===== src/rtl/params_burst_reader_if.sv =====
// Request, memory read-port and output-stream signals of the parameter burst reader.
// master = the reader itself, slave = the requester/memory/consumer side.
interface params_burst_reader_if #(
  parameter int unsigned ADDR_W = 15,
  parameter int unsigned DATA_W = 22,
  parameter int unsigned FMT_W  = 2,
  parameter int unsigned LEN_W  = 16
);
  logic              start;
  logic [ADDR_W-1:0] start_addr;
  logic [LEN_W-1:0]  length;
  logic [FMT_W-1:0]  format;
  logic              busy;
  logic              done;
  logic              err;
  logic              mem_rd_en;
  logic [ADDR_W-1:0] mem_rd_addr;
  logic [FMT_W-1:0]  mem_rd_format;
  logic [DATA_W-1:0] mem_rd_data;
  logic              out_valid;
  logic              out_ready;
  logic [DATA_W-1:0] out_data;
  logic              out_last;

  modport master (
    input  start, start_addr, length, format, mem_rd_data, out_ready,
    output busy, done, err, mem_rd_en, mem_rd_addr, mem_rd_format, out_valid, out_data,
           out_last
  );

  modport slave (
    output start, start_addr, length, format, mem_rd_data, out_ready,
    input  busy, done, err, mem_rd_en, mem_rd_addr, mem_rd_format, out_valid, out_data,
           out_last
  );
endinterface


===== src/rtl/params_burst_reader.sv =====
// Burst read initiator for the parameters memory: issues sequential reads, absorbs the
// one-cycle read latency and streams words out through a 2-entry fall-through FIFO.
module params_burst_reader #(
  parameter int unsigned ADDR_W      = 15,
  parameter int unsigned DATA_W      = 22,
  parameter int unsigned FMT_W       = 2,
  parameter int unsigned LEN_W       = 16,
  parameter int unsigned TOTAL_WORDS = 31744
) (
  input logic                   clk,
  input logic                   rst,
  params_burst_reader_if.master bus
);

  typedef enum logic [1:0] {StIdle, StIssue, StDrain} state_e;

  localparam int unsigned SumW   = LEN_W + 1;
  localparam int unsigned EntryW = DATA_W + 1;

  state_e            state_q;
  logic [ADDR_W-1:0] addr_q;
  logic [LEN_W-1:0]  rem_q;
  logic [FMT_W-1:0]  fmt_q;
  logic              busy_q;
  logic              done_q;
  logic              err_q;
  logic              inflight_q;
  logic              inflight_last_q;
  logic [EntryW-1:0] fifo_q [2];
  logic              rd_ptr_q;
  logic              wr_ptr_q;
  logic [1:0]        count_q;

  logic [SumW-1:0]   end_addr;
  logic              range_bad;
  logic [EntryW-1:0] head;
  logic              fifo_valid;
  logic              head_last;
  logic              pop;
  logic              push;
  logic              issue;
  logic              fmt_active;

  always_comb begin
    end_addr   = SumW'(bus.start_addr) + SumW'(bus.length);
    range_bad  = end_addr > SumW'(TOTAL_WORDS);
    head       = fifo_q[rd_ptr_q];
    fifo_valid = count_q != 2'd0;
    head_last  = head[DATA_W];
    pop        = fifo_valid && bus.out_ready;
    push       = inflight_q;
    // Buffered plus in-flight words never exceed the two FIFO slots.
    issue      = (state_q == StIssue) &&
                 (((3'(count_q) + 3'(inflight_q)) < 3'd2) || pop);
    // Memory casts data on return, so the format must outlive the final read by a cycle.
    fmt_active = (state_q == StIssue) || ((state_q == StDrain) && inflight_q);
  end

  assign bus.busy          = busy_q;
  assign bus.done          = done_q;
  assign bus.err           = err_q;
  assign bus.mem_rd_en     = issue;
  assign bus.mem_rd_addr   = issue ? addr_q : '0;
  assign bus.mem_rd_format = fmt_active ? fmt_q : '0;
  assign bus.out_valid     = fifo_valid;
  assign bus.out_data      = fifo_valid ? head[DATA_W-1:0] : '0;
  assign bus.out_last      = fifo_valid && head_last;

  always_ff @(posedge clk or posedge rst) begin
    if (rst) begin
      state_q <= StIdle;
      addr_q  <= '0;
      rem_q   <= '0;
      fmt_q   <= '0;
      busy_q  <= 1'b0;
      done_q  <= 1'b0;
      err_q   <= 1'b0;
    end else begin
      done_q <= 1'b0;
      err_q  <= 1'b0;
      unique case (state_q)
        StIdle: begin
          if (bus.start) begin
            if (bus.length == '0) begin
              done_q <= 1'b1;
            end else if (range_bad) begin
              err_q <= 1'b1;
            end else begin
              addr_q  <= bus.start_addr;
              rem_q   <= bus.length;
              fmt_q   <= bus.format;
              busy_q  <= 1'b1;
              state_q <= StIssue;
            end
          end
        end
        StIssue: begin
          if (issue) begin
            addr_q <= addr_q + ADDR_W'(1);
            rem_q  <= rem_q - LEN_W'(1);
            if (rem_q == LEN_W'(1)) begin
              state_q <= StDrain;
            end
          end
        end
        StDrain: begin
          if (pop && head_last) begin
            done_q  <= 1'b1;
            busy_q  <= 1'b0;
            state_q <= StIdle;
          end
        end
        default: state_q <= StIdle;
      endcase
    end
  end

  always_ff @(posedge clk or posedge rst) begin
    if (rst) begin
      fifo_q[0]       <= '0;
      fifo_q[1]       <= '0;
      rd_ptr_q        <= 1'b0;
      wr_ptr_q        <= 1'b0;
      count_q         <= 2'd0;
      inflight_q      <= 1'b0;
      inflight_last_q <= 1'b0;
    end else begin
      inflight_q <= issue;
      if (issue) begin
        inflight_last_q <= rem_q == LEN_W'(1);
      end
      if (push) begin
        fifo_q[wr_ptr_q] <= {inflight_last_q, bus.mem_rd_data};
        wr_ptr_q         <= ~wr_ptr_q;
      end
      if (pop) begin
        rd_ptr_q <= ~rd_ptr_q;
      end
      count_q <= count_q + 2'(push) - 2'(pop);
    end
  end

`ifdef ENABLE_ASSERTIONS
  a_no_push_when_full: assert property (@(posedge clk) disable iff (rst)
    !(push && (count_q == 2'd2)));
`endif

endmodule


===== src/flat_wrapper.sv =====
// flat-port wrapper written by rule: the top's interface ports become plain ports
module params_burst_reader_flat 
#(
  parameter int unsigned ADDR_W      = 15,
  parameter int unsigned DATA_W      = 22,
  parameter int unsigned FMT_W       = 2,
  parameter int unsigned LEN_W       = 16,
  parameter int unsigned TOTAL_WORDS = 31744
)
  (clk, rst, bus_start, bus_start_addr, bus_length, bus_format, bus_mem_rd_data, bus_out_ready, bus_busy, bus_done, bus_err, bus_mem_rd_en, bus_mem_rd_addr, bus_mem_rd_format, bus_out_valid, bus_out_data, bus_out_last);
  params_burst_reader_if #(.ADDR_W(ADDR_W), .DATA_W(DATA_W), .FMT_W(FMT_W), .LEN_W(LEN_W)) bus_i ();
  input logic clk;
  input logic rst;
  input wire logic [$bits(bus_i.start)-1:0] bus_start;
  input wire logic [$bits(bus_i.start_addr)-1:0] bus_start_addr;
  input wire logic [$bits(bus_i.length)-1:0] bus_length;
  input wire logic [$bits(bus_i.format)-1:0] bus_format;
  input wire logic [$bits(bus_i.mem_rd_data)-1:0] bus_mem_rd_data;
  input wire logic [$bits(bus_i.out_ready)-1:0] bus_out_ready;
  output wire logic [$bits(bus_i.busy)-1:0] bus_busy;
  output wire logic [$bits(bus_i.done)-1:0] bus_done;
  output wire logic [$bits(bus_i.err)-1:0] bus_err;
  output wire logic [$bits(bus_i.mem_rd_en)-1:0] bus_mem_rd_en;
  output wire logic [$bits(bus_i.mem_rd_addr)-1:0] bus_mem_rd_addr;
  output wire logic [$bits(bus_i.mem_rd_format)-1:0] bus_mem_rd_format;
  output wire logic [$bits(bus_i.out_valid)-1:0] bus_out_valid;
  output wire logic [$bits(bus_i.out_data)-1:0] bus_out_data;
  output wire logic [$bits(bus_i.out_last)-1:0] bus_out_last;
  assign bus_i.start = bus_start;
  assign bus_i.start_addr = bus_start_addr;
  assign bus_i.length = bus_length;
  assign bus_i.format = bus_format;
  assign bus_i.mem_rd_data = bus_mem_rd_data;
  assign bus_i.out_ready = bus_out_ready;
  assign bus_busy = bus_i.busy;
  assign bus_done = bus_i.done;
  assign bus_err = bus_i.err;
  assign bus_mem_rd_en = bus_i.mem_rd_en;
  assign bus_mem_rd_addr = bus_i.mem_rd_addr;
  assign bus_mem_rd_format = bus_i.mem_rd_format;
  assign bus_out_valid = bus_i.out_valid;
  assign bus_out_data = bus_i.out_data;
  assign bus_out_last = bus_i.out_last;
  params_burst_reader #(.ADDR_W(ADDR_W), .DATA_W(DATA_W), .FMT_W(FMT_W), .LEN_W(LEN_W), .TOTAL_WORDS(TOTAL_WORDS)) u_core (.clk(clk), .rst(rst), .bus(bus_i));
endmodule

===== config.mk =====
export PLATFORM = sky130hd
export DESIGN_NAME = params_burst_reader_flat
export DESIGN_NICKNAME = d
export VERILOG_FILES = /design/src/rtl/params_burst_reader_if.sv /design/src/rtl/params_burst_reader.sv /design/src/flat_wrapper.sv
export SDC_FILE = /design/constraint.sdc
export NUM_CORES = 1
export LEC_CHECK = 0
export CAP_MARGIN = 20
export CELL_PAD_IN_SITES_DETAIL_PLACEMENT = 0
export CELL_PAD_IN_SITES_GLOBAL_PLACEMENT = 2
export CORE_ASPECT_RATIO = 0.5
export CORE_MARGIN = 4
export CORE_UTILIZATION = 30
export DETAILED_ROUTE_END_ITERATION = 12
export PLACE_DENSITY_LB_ADDON = 0.1
export REMOVE_ABC_BUFFERS = 1
export SLEW_MARGIN = 0
export SYNTH_ARGS = -nofsm -noshare
export SYNTH_HDL_FRONTEND = slang
export SYNTH_SLANG_ARGS = --single-unit

===== constraint.sdc =====
create_clock -name clk -period 2.4 [get_ports clk]
set_input_delay 0.24 -clock clk [delete_from_list [all_inputs] [get_ports clk]]
set_output_delay 0.24 -clock clk [all_outputs]
set_load 0.01 [all_outputs]

-- After elaboration in Yosys (flattened, before gate mapping)
Index checks and enable logic that the tools add are counted.
- register bits: 90
- latch bits: 0
- bits in writable memories: 0
- ROM bits: 0
- input port bits: 59
- output and inout bits: 45
- logic and storage cells: 96
- memories kept: 0
- $add $sub $neg: 6
- multiply operators: 0
- divide/modulo/power cells: 0
- magnitude comparators: 5
- eq/ne operators: 9
- shifts and indexed selects: 0
- muxes and demuxes: 39
- bitwise gates (word level): 6
- reduce and logical (&&, ||, !) cells: 17
- operators with widths (cell ; count):
    $mux W23 ; 4
    $mux W15 ; 5
    $mux W16 ; 4
    $bwmux W46 ; 1
    $pmux W16 S2 ; 1
    $pmux W15 S2 ; 1
    $demux W23 S1 ; 1
    $mux W22 ; 1
    $add A15 B16 Y17 ; 1
    $gt A17 B15 Y1 const B ; 1
    $eq A16 B1 Y1 const B ; 1
    $logic_not A16 Y1 ; 1
    $sub A16 B1 Y16 const B ; 1
    $add A15 B1 Y15 const B ; 1
    $mux W2 ; 7
    $mux W1 ; 11
    $ne A2 B2 Y1 const B ; 5
    $reduce_and A5 Y1 ; 2
    $logic_and A1 B1 Y1 ; 6
    $pmux W2 S3 ; 1
    $reduce_and A6 Y1 ; 1
    $reduce_bool A2 Y1 ; 3
    $ge A2 B2 Y1 const B ; 2
    $not A1 Y1 ; 4
    other kinds (13) ; 16

-- Logic depth before layout (Yosys ltp)
Gate-level depths: netlist of run 1.
- depth in word-level cells: 7
- gate-level depth with buffers: 12
- depth with buffers taken out: 11

-- Worst setup path before layout of run 1
No wires, ideal clock.
- path kind: in2reg
- start: input bus_length[0]
- end: register u_core.rem_q[14]
- library setup time: 123 ps
- arrival: 3130 ps
- required time: 2277 ps
- slack: -853 ps
- cell stages on the path: 11
- path buffers: 1
- cell sequence: ha_1 > fa_1 > a21o_1 > a2111oi_0 > o21a_1 > mux2i_1 > or4b_1 > o31ai_4 > o21ai_2 > buf_6 > o221a_1
- word-level cells in the longest chain between the ends: 4
- elaborated cells on any way between the ends: 6
- those cells by class: add/sub (1); order compare (1); eq/ne (2); reduce/logical (2)
- RTL lines (item ; RTL line ; RTL):
    start: declaration ; flat_wrapper.sv:16 ; input wire logic [$bits(bus_i.length)-1:0] bus_length;
    $add A15 B16 Y17 ; params_burst_reader.sv:45 ; end_addr = SumW'(bus.start_addr) + SumW'(bus.length);
    $gt A17 B15 Y1 ; params_burst_reader.sv:46 ; range_bad = end_addr > SumW'(TOTAL_WORDS);
    $ne A2 B2 Y1 (no source line) ; -- ;
    $reduce_and A5 Y1 (no source line) (*) ; -- ;
    end signal: assignment ; params_burst_reader.sv:90 ; rem_q <= bus.length;
    end signal: assignment ; params_burst_reader.sv:100 ; rem_q <= rem_q - LEN_W'(1);
    end: declaration ; params_burst_reader.sv:22 ; logic [LEN_W-1:0] rem_q;
Every way passes the cells marked *; elsewhere a longest branch is shown, timed or not.
A chain may end at the register's enable or synchronous reset.

-- Final worst setup path of run 1
- start: input bus_start_addr[11]
- end: register u_core.rem_q[11]
- word-level cells in the longest chain between the ends: 4
- RTL lines (item ; RTL line ; RTL):
    start: declaration ; flat_wrapper.sv:15 ; input wire logic [$bits(bus_i.start_addr)-1:0] bus_start_addr;
    $add A15 B16 Y17 ; params_burst_reader.sv:45 ;
    $gt A17 B15 Y1 ; params_burst_reader.sv:46 ;
    $ne A2 B2 Y1 (no source line) ; -- ;
    $reduce_and A5 Y1 (no source line) ; -- ;
Every way passes these cells.

==> out/results.md, run 1 <==
- **adder and majority cell fraction of the synthesized area** 0.0476
- **total length of routed wires** 18.1 mm
- **synthesized area divided by synthesized cell count** 9.50 sq um
- **top library cells by usage in the layout, fill and taps aside** buf_4 (101), dfrtp_1 (89), clkdlybuf4s50_1 (73)
- **clock net sink count** 90
- **residual overflow from global routing** 0
- **worst rel slew slack** 0.559
- **Switching Power** 0.00350 W
- **proportion of total power due to net switching** 0.368
- **final weighted congestion of routability-driven global placement** 0.803
- **fraction of layout cells with a size suffix above 1** 0.356
- **Setup WS pre-CTS** -1.74 ns
- **via count of the first global-routing pass** 5,264
- **Cell variety after synth** 67
- **number of cell rows** 35
- **global-route wire length before repair** 29.2 mm
- **min cycle time layout** 2.94 ns
- **number of clock buffers inserted by TritonCTS** 9
- **wire length on met3** 609 microns
- **leading cell type in the layout, fill and taps excluded** buf_4
- **register clock-pin slew on the reported worst setup and hold paths** 0.07 ns
- **maximum vdd drop** 0.000520 V
- **Worst Skew** 0.0124 ns
- **starting utilization of the core area** 0.308
- **CTS tree** done
- **GRT Total Usage** 0.169
- **sequential fraction of design power** 0.299
- **via count** 5,279
- **violations in the final reports** setup timing
- **EDFF count, synth** 0
- **source-to-sink clock delay at the later pin of the worst-skew pair** 0.34 ns
- **biggest fanout along the worst timing path** 8
- **sum of met2 wire segment lengths after detailed routing** 8.27 mm
- **number of primary I/O pins** 104
- **most used flip-flop cell after synthesis** dfrtp_1
- **vertical die dimension** 105 microns
- **Nets** 884
- **Combinational Power Share** 0.539
- **class of the tightest hold or removal check** in2reg
- **transition time at the pin with the least slew margin** 0.662 ns
- **power per cell area** 1070 nW/um^2
- **multiplexer fraction of the synthesized cell area** 0.144
- **synthesized area** 5680 sq um
- **growth of design area from synthesis to finish** 55.9%
- **hold buffer count at cts** 0
- **post-route ant nets** 0
- **least setup slack across all paths after layout** -0.540 ns
- **arrival time reported for the critical path endpoint** 3.18 ns
- **post-DR vias/cell** 4.94
- **number of antenna violations at the first check in global routing** 0
- **startpoint types** primary input
- **total of endpoints with negative setup slack in the final report** 36
- **cell taking the most area after synthesis** dfrtp_1
- **maximum number of pins on one net before global-route repair** 91
- **maxcap violations** 0
- **worst setup path class** in2reg
- **portion of synthesized cell area occupied by the leading cell type** 0.396
- **number of H-tree branching levels** 3
- **top cells by area in the synthesized netlist** dfrtp_1 (40%), mux2_2 (9.1%), mux2i_1 (4.9%)
- **Met1 Routed Length** 9.06 mm
- **Setup TNS** -16.44 ns
- **Total Die Area** 21,300 sq um
- **DR iter-0 viols** 228
- **post-synthesis compound-gate area fraction** 0.209
- **run status** finished, violations left
- **drt wl/cell** 17.0 microns
- **period utilisation layout** 1.23
- **FMAX** 340 MHz
- **Final Max Slew Viols** 0
- **required time reported for the critical path endpoint** 2.64 ns
- **number of storage elements in the synthesis netlist** 90
- **internal power** 0.00601 W
- **sum of net half-perimeters after detailed placement** 12.7 mm
- **Worst setup EP type** flop
- **leakage dissipation** 3.84 nW
- **root buf cell** clkbuf_16
- **largest family of logic cells by synthesized area** compound AO/OA/AOI/OAI gates
- **fraction of synthesized cell area in xor and xnor cells** 0.0139
- **warnings from Yosys** 0
- **ys async rst share** 1.00
- **Max Buffers Root-to-Sink** 2
- **proportion of synthesized chip area in sequential cells** 0.396
- **topmost layer with routed signal wires** met4
- **number of port buffers** 103
- **setup repair after global routing missed its margin** yes
- **final hold violation count** 0
- **simple-gate portion of the synthesized area** 0.153
- **portion of total power attributed to the clock network** 0.162
- **area of the placeable core** 18,500 sq um
- **number of design rule violations left after detail routing** 0
- **Post-Syn Instances** 598
- **number of iterations in the first detailed-routing pass** 5
- **Horiz. Die Dim** 203 microns
[power groups by stage]
stage / clock, W / combinational (W) / sequential [W]
after floorplan: 0 / 0.00255 / 0.00270
after global placement: 0 / 0.00455 / 0.00277
after detailed placement: 0 / 0.00459 / 0.00279
after CTS: 0.00160 / 0.00501 / 0.00279
after global routing: 0.00166 / 0.00557 / 0.00295
final: 0.00154 / 0.00512 / 0.00284
[cells by family after synthesis]
group | after synthesis
AOI/OAI and AO/OA | 174
xor gates and xnor gates | 9
adders and majority gates | 21
buffers and inverters | 47
DFF | 90
muxes | 76
and+or+nand+nor | 181
[cell usage after synthesis, types with 4 or more instances]
| master | count |
|---|---|
| mux2i_1 | 28 |
| xor2_1 | 4 |
| o21ai_0 | 35 |
| clkbuf_1 | 22 |
| o21a_1 | 5 |
| nand3_1 | 12 |
| nand2_1 | 54 |
| a31oi_1 | 7 |
| a211o_1 | 5 |
| a21oi_1 | 37 |
| nand4_1 | 6 |
| mux2_2 | 46 |
| dfrtp_1 | 90 |
| nand2b_1 | 4 |
| ha_1 | 20 |
| buf_2 | 4 |
| o211ai_1 | 4 |
| a21oi_2 | 19 |
| a21o_1 | 14 |
| o22ai_1 | 11 |
| nor2_1 | 52 |
| xnor2_1 | 5 |
| nor4_1 | 8 |
| inv_1 | 16 |
| and2_1 | 19 |
[metrics by stage]
| stage | utilization | cells | hold WS (ns) | total power, W | cell area (sq um) |
|---|---|---|---|---|---|
| 6_report | 0.479 | 1068 | 0.132 | 0.00950 | 8860 |
| 5_1_grt | 0.479 | 1067 | 0.136 | 0.0102 | 8860 |
| 4_1_cts | 0.465 | 1061 | 0.166 | 0.00940 | 8600 |
| 2_1_floorplan | - | 567 | 0.373 | 0.00526 | 5540 |
| 3_3_place_gp | 0.416 | 1027 | 0.464 | 0.00732 | 7690 |
| 3_5_place_dp | 0.416 | 1027 | 0.467 | 0.00739 | 7690 |
[flip-flops by register name, indices dropped and copies added, names as in the netlist, 2 cells and up]
name	count
u_core.count_q	2
u_core.fmt_q	2
u_core.state_q	2
u_core.fifo_q	46
u_core.addr_q	15
u_core.rem_q	16
[final timing paths]
| check | start | end | slack [ns] | cells after the start |
|---|---|---|---|---|
| min reg2reg | u_core.fifo_q[37] | u_core.fifo_q[37] | 0.50 | 1 |
| max reg2reg | u_core.rem_q[6] | u_core.rem_q[14] | 0.05 | 6 |
| max | bus_start_addr[11] | u_core.rem_q[11] | -0.54 | 13 |
| max in group asynchronous | rst | u_core.inflight_q | 1.69 | 3 |
| min | bus_start_addr[0] | u_core.addr_q[0] | 0.13 | 3 |
| min in group asynchronous | rst | u_core.fifo_q[7] | 0.32 | 3 |
[timing repair]
action | 4_1_cts | 5_1_grt
resized for setup | 136 | 47
pin swaps | 30 | 12
endpoints found under the setup margin | 51 | 51
buffers inserted | 18 | 6
gates cloned | 3 | 1
[per-layer routing]
metal  vias up  global-route usage
li1       2600                   -
met1      2573               0.246
met2        95               0.266
met3        11              0.0301
met4         0              0.0319
met5         -                   0
[worst max-delay path, cell delays in order]
cell           delay [ns]
dlygate4sd2_1        0.28
ha_4                 0.26
a21o_1               0.18
a31o_1               0.27
a2111oi_4            0.31
mux2i_1              0.13
or4b_4               0.51
o31ai_4              0.24
buf_4                0.17
o21ai_4              0.09
buf_6                0.16
buf_16               0.15
a22o_1               0.18
[cell type report]
| cell class | instances | area [sq um] |
|---|---|---|
| fill | 1813 | 9620 |
| multi-input combinational | 461 | 3800 |
| sequential | 90 | 2250 |
| timing repair buffer | 225 | 2080 |
| tap | 259 | 324 |
| clock buffer | 10 | 239 |
| clock inverter | 5 | 86.3 |
| inverter | 16 | 61.3 |
| timing repair inverter | 1 | 7.51 |
| antenna | 1 | 2.50 |
No activity file was read; power rests on OpenSTA's default activity.
==> run 2, diff against run 1 <==
--- a/config.mk
+++ b/config.mk
@@ -5,7 +5,6 @@
 export SDC_FILE = /design/constraint.sdc
 export NUM_CORES = 1
 export LEC_CHECK = 0
-export CAP_MARGIN = 20
 export CELL_PAD_IN_SITES_DETAIL_PLACEMENT = 0
 export CELL_PAD_IN_SITES_GLOBAL_PLACEMENT = 2
 export CORE_ASPECT_RATIO = 0.5
==> results of run 2 <==
The final DEF is identical to that of run 1; final timing and power are the same.
